[src/rtl/gshare_predictor.sv]
// Gshare/bimodal branch direction predictor with saturating counters and registered prediction.
// Define GSHARE_EN to XOR global history into the index; undefined gives plain bimodal indexing.
module gshare_predictor #(
  parameter int unsigned CTR_W  = 2,
  parameter int unsigned IDX_W  = 4,
  parameter int unsigned HIST_W = 4
) (
  input  logic              clk,
  input  logic              rst,
  input  logic              req_valid,
  input  logic [IDX_W-1:0]  req_pc,
  output logic              pred_valid,
  output logic              pred_taken,
  output logic [IDX_W-1:0]  pred_idx,
  input  logic              upd_valid,
  input  logic [IDX_W-1:0]  upd_idx,
  input  logic              upd_taken,
  output logic [HIST_W-1:0] hist
);

  localparam int unsigned Entries = 1 << IDX_W;
  localparam logic [CTR_W-1:0] CtrMax  = {CTR_W{1'b1}};
  localparam logic [CTR_W-1:0] CtrInit = {1'b0, {(CTR_W-1){1'b1}}};

  logic [CTR_W-1:0]  ctr_q [Entries];
  logic [HIST_W-1:0] hist_q, hist_d;
  logic [CTR_W-1:0]  upd_ctr_d;
  logic [CTR_W-1:0]  req_ctr;
  logic [IDX_W-1:0]  req_idx;
  logic              pred_valid_q, pred_taken_q;
  logic [IDX_W-1:0]  pred_idx_q;

`ifdef GSHARE_EN
  logic [HIST_W:0] hist_shift;

  always_comb begin
    hist_shift = {hist_q, upd_taken};
    hist_d     = upd_valid ? hist_shift[HIST_W-1:0] : hist_q;
    // Post-update history feeds the index so same-cycle updates are bypassed.
    req_idx    = req_pc ^ IDX_W'(hist_d);
  end
`else
  always_comb begin
    hist_d  = '0;
    req_idx = req_pc;
  end
`endif

  always_comb begin
    upd_ctr_d = ctr_q[upd_idx];
    if (upd_taken) begin
      if (upd_ctr_d != CtrMax) upd_ctr_d = upd_ctr_d + CTR_W'(1);
    end else begin
      if (upd_ctr_d != '0) upd_ctr_d = upd_ctr_d - CTR_W'(1);
    end
    req_ctr = (upd_valid && (upd_idx == req_idx)) ? upd_ctr_d : ctr_q[req_idx];
  end

  always_ff @(posedge clk) begin
    if (rst) begin
      for (int unsigned i = 0; i < Entries; i++) ctr_q[i] <= CtrInit;
      hist_q       <= '0;
      pred_valid_q <= 1'b0;
      pred_taken_q <= 1'b0;
      pred_idx_q   <= '0;
    end else begin
      if (upd_valid) ctr_q[upd_idx] <= upd_ctr_d;
      hist_q       <= hist_d;
      pred_valid_q <= req_valid;
      if (req_valid) begin
        pred_taken_q <= req_ctr[CTR_W-1];
        pred_idx_q   <= req_idx;
      end
    end
  end

  assign pred_valid = pred_valid_q;
  assign pred_taken = pred_taken_q;
  assign pred_idx   = pred_idx_q;
  assign hist       = hist_q;

endmodule
[config.mk]
export PLATFORM = sky130hd
export DESIGN_NAME = gshare_predictor
export DESIGN_NICKNAME = d
export VERILOG_FILES = /design/src/rtl/gshare_predictor.sv
export SDC_FILE = /design/constraint.sdc
export NUM_CORES = 1
export LEC_CHECK = 0
export BUFFER_PORTS_ARGS = -buffer_cell sky130_fd_sc_hd__buf_2
export CORE_ASPECT_RATIO = 0.75
export CORE_MARGIN = 5
export CORE_UTILIZATION = 45
export CTS_CLUSTER_SIZE = 24
export DETAILED_ROUTE_END_ITERATION = 10
export MAX_ROUTING_LAYER = met4
export PLACE_DENSITY_LB_ADDON = 0.12
export SYNTH_ARGS = -nofsm -noshare
export SYNTH_HDL_FRONTEND = slang
export SYNTH_SLANG_ARGS = --single-unit
[constraint.sdc]
create_clock -name clk -period 2.2 [get_ports clk]
set_input_delay 0.22 -clock clk [delete_from_list [all_inputs] [get_ports clk]]
set_output_delay 0.22 -clock clk [all_outputs]
set_load 0.01 [all_outputs]
======== Word-level counts from Yosys, hierarchy flattened ========
Memories as Yosys holds them, arrays and structs flattened. A register that Yosys moved wholly into a read port is not among the register bits.
Cells that the tools add are included.
operators by class
  equality and inequality tests ........... 1
  multiplexer cells ....................... 11
  reduce and logical (&&, ||, !) cells .... 2
  add/subtract/negate cells ............... 2
operators by type and width
  kind                                               count
  two-way mux 2 bit                                  4
  two-way mux 1 bit                                  6
  two-way mux 4 bit                                  1
  adder 2 x 1 -> 2 bit (second input constant)       1
  inequality test 2 bit (second input constant)      1
  nonzero test 2 bit                                 1
  OR reduction 2 bit                                 1
  subtractor 2 x 1 -> 2 bit (second input constant)  1
storage, ports and cells
  output and inout port bits .............. 10
  register bits ........................... 5
  RAM bits ................................ 32
  memories ................................ 1
memories
  name   words  bits a word  read ports  clocked after Yosys merged registers in  wr ports  line  text
  ctr_q  16     2            2           1                                        16        25    logic [CTR_W-1:0] ctr_q [Entries];

======== Depth between registers and ports, before layout ========
Gate-level depths: netlist (run 1).
  word-level depth ........................ 5
  mapped depth ............................ 8
  depth with buffers taken out ............ 5

======== Least setup slack after synthesis (run 1) ========
No wires, ideal clock.
  kind .................................... input to register
  from .................................... input port upd_idx[0]
  to ...................................... memory ctr_q[0][0], data pin
  buffers on the path ..................... 3
  data arrival time ....................... 1651 ps
  library setup time ...................... 292 ps
  required time ........................... 1908 ps
  stages on the path ...................... 8
  setup slack ............................. 257 ps
  cells stage by stage .................... buf_6 > buf_6 > mux4_2 > nand3_1 > and3_1 > maj3_2 > buf_6 > nand3_1
RTL lines
  what         line  text
  from (decl)  16    input logic [IDX_W-1:0] upd_idx,
  to (decl)    25

==> results of run 1 <==
-- routing by layer --
layer	global-route usage [%]	share of wire, %	up-vias	wire (µm)
li1	-	-	697	-
met1	22.9	44	709	2000
met2	25.5	48	45	2190
met3	3.92	7.1	2	320
met4	2.81	0.27	0	12
met5	-	0	-	0
-- kinds of logic (layout without fill, tap and decap cells) --
group | after synthesis | count (layout) | share of synthesized area, %
AND/OR/NAND/NOR | 95 | 95 | 22.9
flip-flops | 38 | 38 | 51.3
buffers and inverters | 18 | 37 | 5.41
multiplexers | 17 | 17 | 15.2
AO/OA/AOI/OAI | 7 | 7 | 2.20
XOR/XNOR | 4 | 4 | 1.66
adder cells (fa/ha/maj) | 2 | 2 | 1.07
other | 1 | 4 | 0.178
-- power by group through the flow --
stage	Combinational, mW	Clock [mW]	Sequential, mW
after floorplan	0.162	0	0.829
after global placement	0.225	0	0.830
after detailed placement	0.230	0	0.831
after CTS	0.231	0.456	0.815
after global routing	0.252	0.477	0.818
final	0.230	0.441	0.815
-- final cells by class --
type	instances	area, µm²
fillers	404	2160
flip-flops and latches	38	1080
multi-input cells	129	922
repair buffers	28	178
well taps	57	71.3
clock buffers	5	68.8
clock inverters	3	11.3
inverters	1	3.75
-- through the flow --
stage,cell area (µm²),setup slack [ns],util (%)
final,2340,0.166,52.0
after global routing,2340,0.0709,52.0
after CTS,2340,0.179,52.0
after detailed placement,2260,0.00693,50.2
after global placement,2260,0.0150,50.2
after floorplan,2120,0.257,-
-- placed cells by master (no fill, tap or decap) --
| cell type | count |
|---|---|
| nor3_1 | 6 |
| mux4_2 | 12 |
| nand3_1 | 13 |
| o22ai_1 | 2 |
| xnor2_1 | 1 |
| edfxtp_1 | 32 |
| buf_12 | 1 |
| mux2i_1 | 5 |
| nor2_1 | 17 |
| a22oi_1 | 1 |
| a21oi_1 | 2 |
| buf_2 | 18 |
| dfxtp_1 | 6 |
| clkbuf_8 | 5 |
| o21bai_1 | 1 |
| clkinv_1 | 3 |
| nor3b_1 | 2 |
| nor2_2 | 1 |
| conb_1 | 4 |
| and4_1 | 2 |
| xor2_1 | 3 |
| buf_4 | 9 |
| or2_2 | 5 |
| inv_1 | 1 |
| nor2b_1 | 7 |
| and3_1 | 2 |
| nand2_1 | 21 |
| nand4_1 | 3 |
| nand2b_1 | 16 |
| a31o_2 | 1 |
| maj3_2 | 2 |
-- state kept, by name, indices dropped and copies added, names as in the netlist --
name and count:
ctr_q 32, pred_idx 4, pred_taken 1, pred_valid 1
-- critical path: cells and delay by family, from the launching register on --
family,cells,cell delay (ns)
DFF,1,0.40
adders and majority gates,1,0.21
muxes,1,0.52
and+or+nand+nor,2,0.30
buffers and inverters,1,0.14
AOI/OAI and AO/OA,1,0.19
-- worst paths after layout --
path | endpoint | slack (ns)
max | ctr_q[12][0] | 0.17
min | pred_idx[2] | 0.26
max reg2reg | ctr_q[12][0] | 0.17
min reg2reg | pred_idx[1] | 0.51
==> key figures, run 1 <==
Status
  – Status: finished, final reports clean

Power and ir drop
  – Worst vdd ir: 0.000286 V
  – Clock power frac: 29.7%
  – Logic pwr share: 15.5%
  – Switch share: 25.0%
  – Final Power: 1.49 mW
  – Pwr/cell area: 636 nW/µm²
  – Pleak: 0.820 nW
  – Sw Pwr: 0.371 mW
  – Flop pwr share: 54.8%
  – Int Pwr: 1.11 mW

Global route
  – GRT Residual Overflow: 0
  – Vias in the first global route: 1489
  – Initial antenna violation count: 0
  – GRT Total Usage: 16.6%
  – Largest net degree at the start of global routing: 26
  – First-pass GRT wire length: 7510 µm

Setup path
  – Worst endpoint required time: 2.21 ns
  – Critical Path, Cell by Cell: mux4_2 > a22oi_1 > and3_1 > maj3_2 > buf_12 > nand4_1
  – Crit path kind: reg -> reg
  – CP arrival: 2.05 ns
  – Crit path max fanout: 16
  – Worst setup EP type: flip-flop
  – Crit path launch: ctr_q[3][1]
  – CP max-delay cell: mux4_2
  – R2R Path Start: ctr_q[3][1]
  – CP Launch Type: flip-flop
  – Slowest Stage Delay on Critical Path: 0.52 ns
  – Reg2Reg Depth: 6

Timing
  – Minimum clock period: 2.03 ns
  – WHS: 0.263 ns
  – RSZ-0062 raised after global routing: no
  – Setup violations, final: 0
  – Final Max Slew Viols: 0
  – Max Clk Rate: 492 MHz
  – Fin Setup TNS: 0 ns
  – Hold Fails Final Rpt: 0
  – Final Cycle Share: 92.5%
  – Worst Clk Skew: 0.00591 ns

Min path
  – Class of the worst hold path: in -> reg
  – Hold path startpoint: req_pc[2]
  – WHS Path Cells: 3

Yosys
  – Distinct cells, synth: 30
  – Post-synth EDFFs: 32
  – Synth cell count leaders: 32 x edfxtp_1, 21 x nand2_1, 17 x nor2_1
  – Post-Syn Area per Cell: 11.6 µm²
  – Synth area leaders: edfxtp_1 46%, mux4_2 13%, dfxtp_1 5.7%
  – Sequential area share after synthesis: 51.3%
  – Most common cell in the netlist: edfxtp_1
  – Number of synthesized register bits: 38
  – Syn. warnings: 0
  – Biggest area consumer among synthesized cells: edfxtp_1
  – Fraction of registers with async set/reset: 0%
  – Cell count after synthesis: 182
  – Synth Cell Area: 2110 µm²
  – Top_reg_cell synth: edfxtp_1
  – Share of the synthesized area in the top cell type: 45.6%

Finish
  – Area Growth Syn to Fin: 10.9%
  – Final Net Count: 216
  – Non-filler cells, final: 261
  – Diodes inserted: 0
  – Ratio of cells with drive above 1 in the final layout: 26.5%

Die
  – DIE WIDTH: 89.0 µm
  – I/O pin count: 23
  – Vert. Die Dim: 69.2 µm
  – Initial Util: 46.9%
  – DIE AREA: 6160 µm²
  – Area of the core: 4490 µm²
  – Row count: 21

Clock tree
  – Clock sinks: 38
  – Worst-Skew Late Latency: 0.28 ns
  – Cts hold-fix bufs: 0
  – TritonCTS clock tree: built
  – Clock slew at reported path FFs: 0.07 ns
  – Longest Clk Path Bufs: 2
  – Post-CTS Resized: 0
  – H-tree levels: 2
  – Number of CTS-inserted buffers: 5
  – # Post-CTS Setup Buffers: 0
  – Clk root buf: clkbuf_8

Routing
  – Drt pass-1 iters: 4
  – Remaining antenna violation count after routing: 0
  – Routed len/inst: 17.3 µm
  – DR vias: 1453
  – Vias per cell: 5.57
  – DRT iter0 DRCs: 91
  – Final Routed Wirelength: 4520 µm
  – Drt drc: 0

Placement
  – DP HPWL: 3440 µm
  – Cells after DPL: 253
  – Gpl congestion: 0.821
  – IO buf count: 18

Run
  – Max-Cap Viols: 0
Note: power is estimated with default switching activity, not from simulation.
==> inputs of run 2 (changes only) <==
--- a/config.mk
+++ b/config.mk
@@ -5,7 +5,7 @@
 export SDC_FILE = /design/constraint.sdc
 export NUM_CORES = 1
 export LEC_CHECK = 0
-export BUFFER_PORTS_ARGS = -buffer_cell sky130_fd_sc_hd__buf_2
+export BUFFER_PORTS_ARGS = -buffer_cell sky130_fd_sc_hd__clkbuf_2
 export CORE_ASPECT_RATIO = 0.75
 export CORE_MARGIN = 5
 export CORE_UTILIZATION = 45
==> key figures, run 2 (synthesis results as in run 1) <==
Setup path
  – CP arrival: 2.12 ns
  – Worst endpoint required time: 2.22 ns
  – R2R Path Start: ctr_q[2][1]
  – CP max-delay cell: mux4_2
  – CP Launch Type: flip-flop
  – Crit path kind: reg -> reg
  – Worst setup EP type: flip-flop
  – Slowest Stage Delay on Critical Path: 0.50 ns
  – Crit path launch: ctr_q[2][1]
  – Crit path max fanout: 16
  – Critical Path, Cell by Cell: mux4_2 > a22oi_1 > and3_1 > maj3_2 > nand3_1
  – Worst Path Buf+Inv: 0
  – CP top delay family: multiplexers

Clock tree
  – Cts hold-fix bufs: 0
  – Number of CTS-inserted buffers: 5
  – H-tree levels: 2
  – Post-CTS Resized: 0
  – Clock slew at reported path FFs: 0.07 ns
  – # Post-CTS Setup Buffers: 0
  – Clk root buf: clkbuf_8
  – Longest Clk Path Bufs: 2
  – Worst-Skew Late Latency: 0.29 ns
  – Clock sinks: 38
  – TritonCTS clock tree: built

Status
  – Status: finished, final reports clean

Global route
  – First-pass GRT wire length: 7410 µm
  – Initial antenna violation count: 0
  – Vias in the first global route: 1498
  – Largest net degree at the start of global routing: 17
  – GRT Residual Overflow: 0
  – GRT Total Usage: 16.4%

Power and ir drop
  – Worst vdd ir: 0.000326 V
  – Clock power frac: 35.7%
  – Logic pwr share: 13.9%
  – Pwr/cell area: 677 nW/µm²
  – Pleak: 0.850 nW
  – Int Pwr: 1.24 mW
  – Flop pwr share: 50.4%
  – Switch share: 23.3%
  – Sw Pwr: 0.377 mW

Min path
  – Hold path startpoint: req_pc[2]
  – Class of the worst hold path: in -> reg

Timing
  – Final Max Slew Viols: 0
  – Fin Setup TNS: 0 ns
  – Final Cycle Share: 95.7%
  – Setup violations, final: 0
  – RSZ-0062 raised after global routing: no
  – Max Clk Rate: 475 MHz
  – Hold Fails Final Rpt: 0
  – Worst Clk Skew: 0.0117 ns
  – Minimum clock period: 2.11 ns

Finish
  – Commonest non-fill, non-tap cell in the layout: edfxtp_1
  – Largest Register: ctr_q
  – Area Growth Syn to Fin: 13.4%
  – Most frequent cells in the layout: 32 x edfxtp_1, 21 x nand2_1, 18 x clkbuf_2, 17 x nor2_1, 16 x nand2b_1
  – Ratio of cells with drive above 1 in the final layout: 28.7%
  – Non-filler cells, final: 266
  – Fillers: 408
  – Diodes inserted: 0
  – Final Net Count: 221
  – Max reg flops: 32
  – Design Area, Final: 2390 µm²

Routing
  – Drt drc: 0
  – DR vias: 1445
  – Remaining antenna violation count after routing: 0
  – DRT iter0 DRCs: 130
  – Met3 WL: 205 µm
  – Final Routed Wirelength: 4500 µm
  – Routed met2 length: 2170 µm
  – Routed len/inst: 16.9 µm
  – Max layer used: met4
  – Drt pass-1 iters: 5
  – M1 WL: 2120 µm
  – Vias per cell: 5.43

Placement
  – Gpl congestion: 0.886
  – DP HPWL: 3540 µm
  – Placed cell areas: 2280 µm²
  – IO buf count: 18
  – Cells after DPL: 258

Die
  – DIE WIDTH: 89.0 µm
  – Initial Util: 46.9%
  – Vert. Die Dim: 69.2 µm
  – I/O pin count: 23
  – Area of the core: 4490 µm²
  – DIE AREA: 6160 µm²
  – Row count: 21

Run
  – Max-Cap Viols: 0
[run 2: metrics by stage]
| step | hold WS, ns | setup slack, ns | total power [mW] | util (%) |
|---|---|---|---|---|
| 2_1_floorplan | 0.292 | 0.257 | 0.991 | - |
| 3_3_place_gp | 0.461 | 0.0439 | 1.05 | 50.8 |
| 3_5_place_dp | 0.465 | 0.0249 | 1.06 | 50.8 |
| 4_1_cts | 0.230 | 0.101 | 1.63 | 53.1 |
| 5_1_grt | 0.271 | 0.00547 | 1.69 | 53.1 |
| 6_report | 0.237 | 0.0938 | 1.62 | 53.1 |
[run 2: per-layer routing]
layer | track usage, % | vias to the layer above
met5 | - | -
met4 | 3.14 | 0
met3 | 4.16 | 2
li1 | - | 697
met2 | 24.7 | 34
met1 | 22.7 | 712
[run 2: worst reg2reg max path, stage by stage (launching register included)]
cell,delay [ns]
edfxtp_1,0.41
mux4_2,0.50
a22oi_1,0.19
and3_1,0.20
maj3_2,0.41
nand3_1,0.15
[run 2: power by group through the flow]
stage          clock network, mW  logic, mW  registers, mW
6_report                   0.577      0.225          0.815
5_1_grt                    0.621      0.248          0.818
4_1_cts                    0.587      0.225          0.816
3_5_place_dp                   0      0.224          0.832
3_3_place_gp                   0      0.220          0.831
2_1_floorplan                  0      0.162          0.829
[run 2: cell type report]
cell class	count	area [µm²]	share of cell area, %
multi-input cells	129	922	38.6
clock inverters	1	30.0	1.26
well taps	57	71.3	2.99
flip-flops and latches	38	1080	45.3
inverters	1	3.75	0.157
clock buffers	7	76.3	3.20
repair buffers	33	203	8.49
[run 2: final timing paths]
path                       to  slack [ns]  depth (start not counted)
setup / recovery  ctr_q[0][0]        0.09                          5
hold / removal    pred_idx[2]        0.24                          3
setup reg to reg  ctr_q[0][0]        0.09                          5
hold reg to reg   pred_idx[2]        0.48                          2
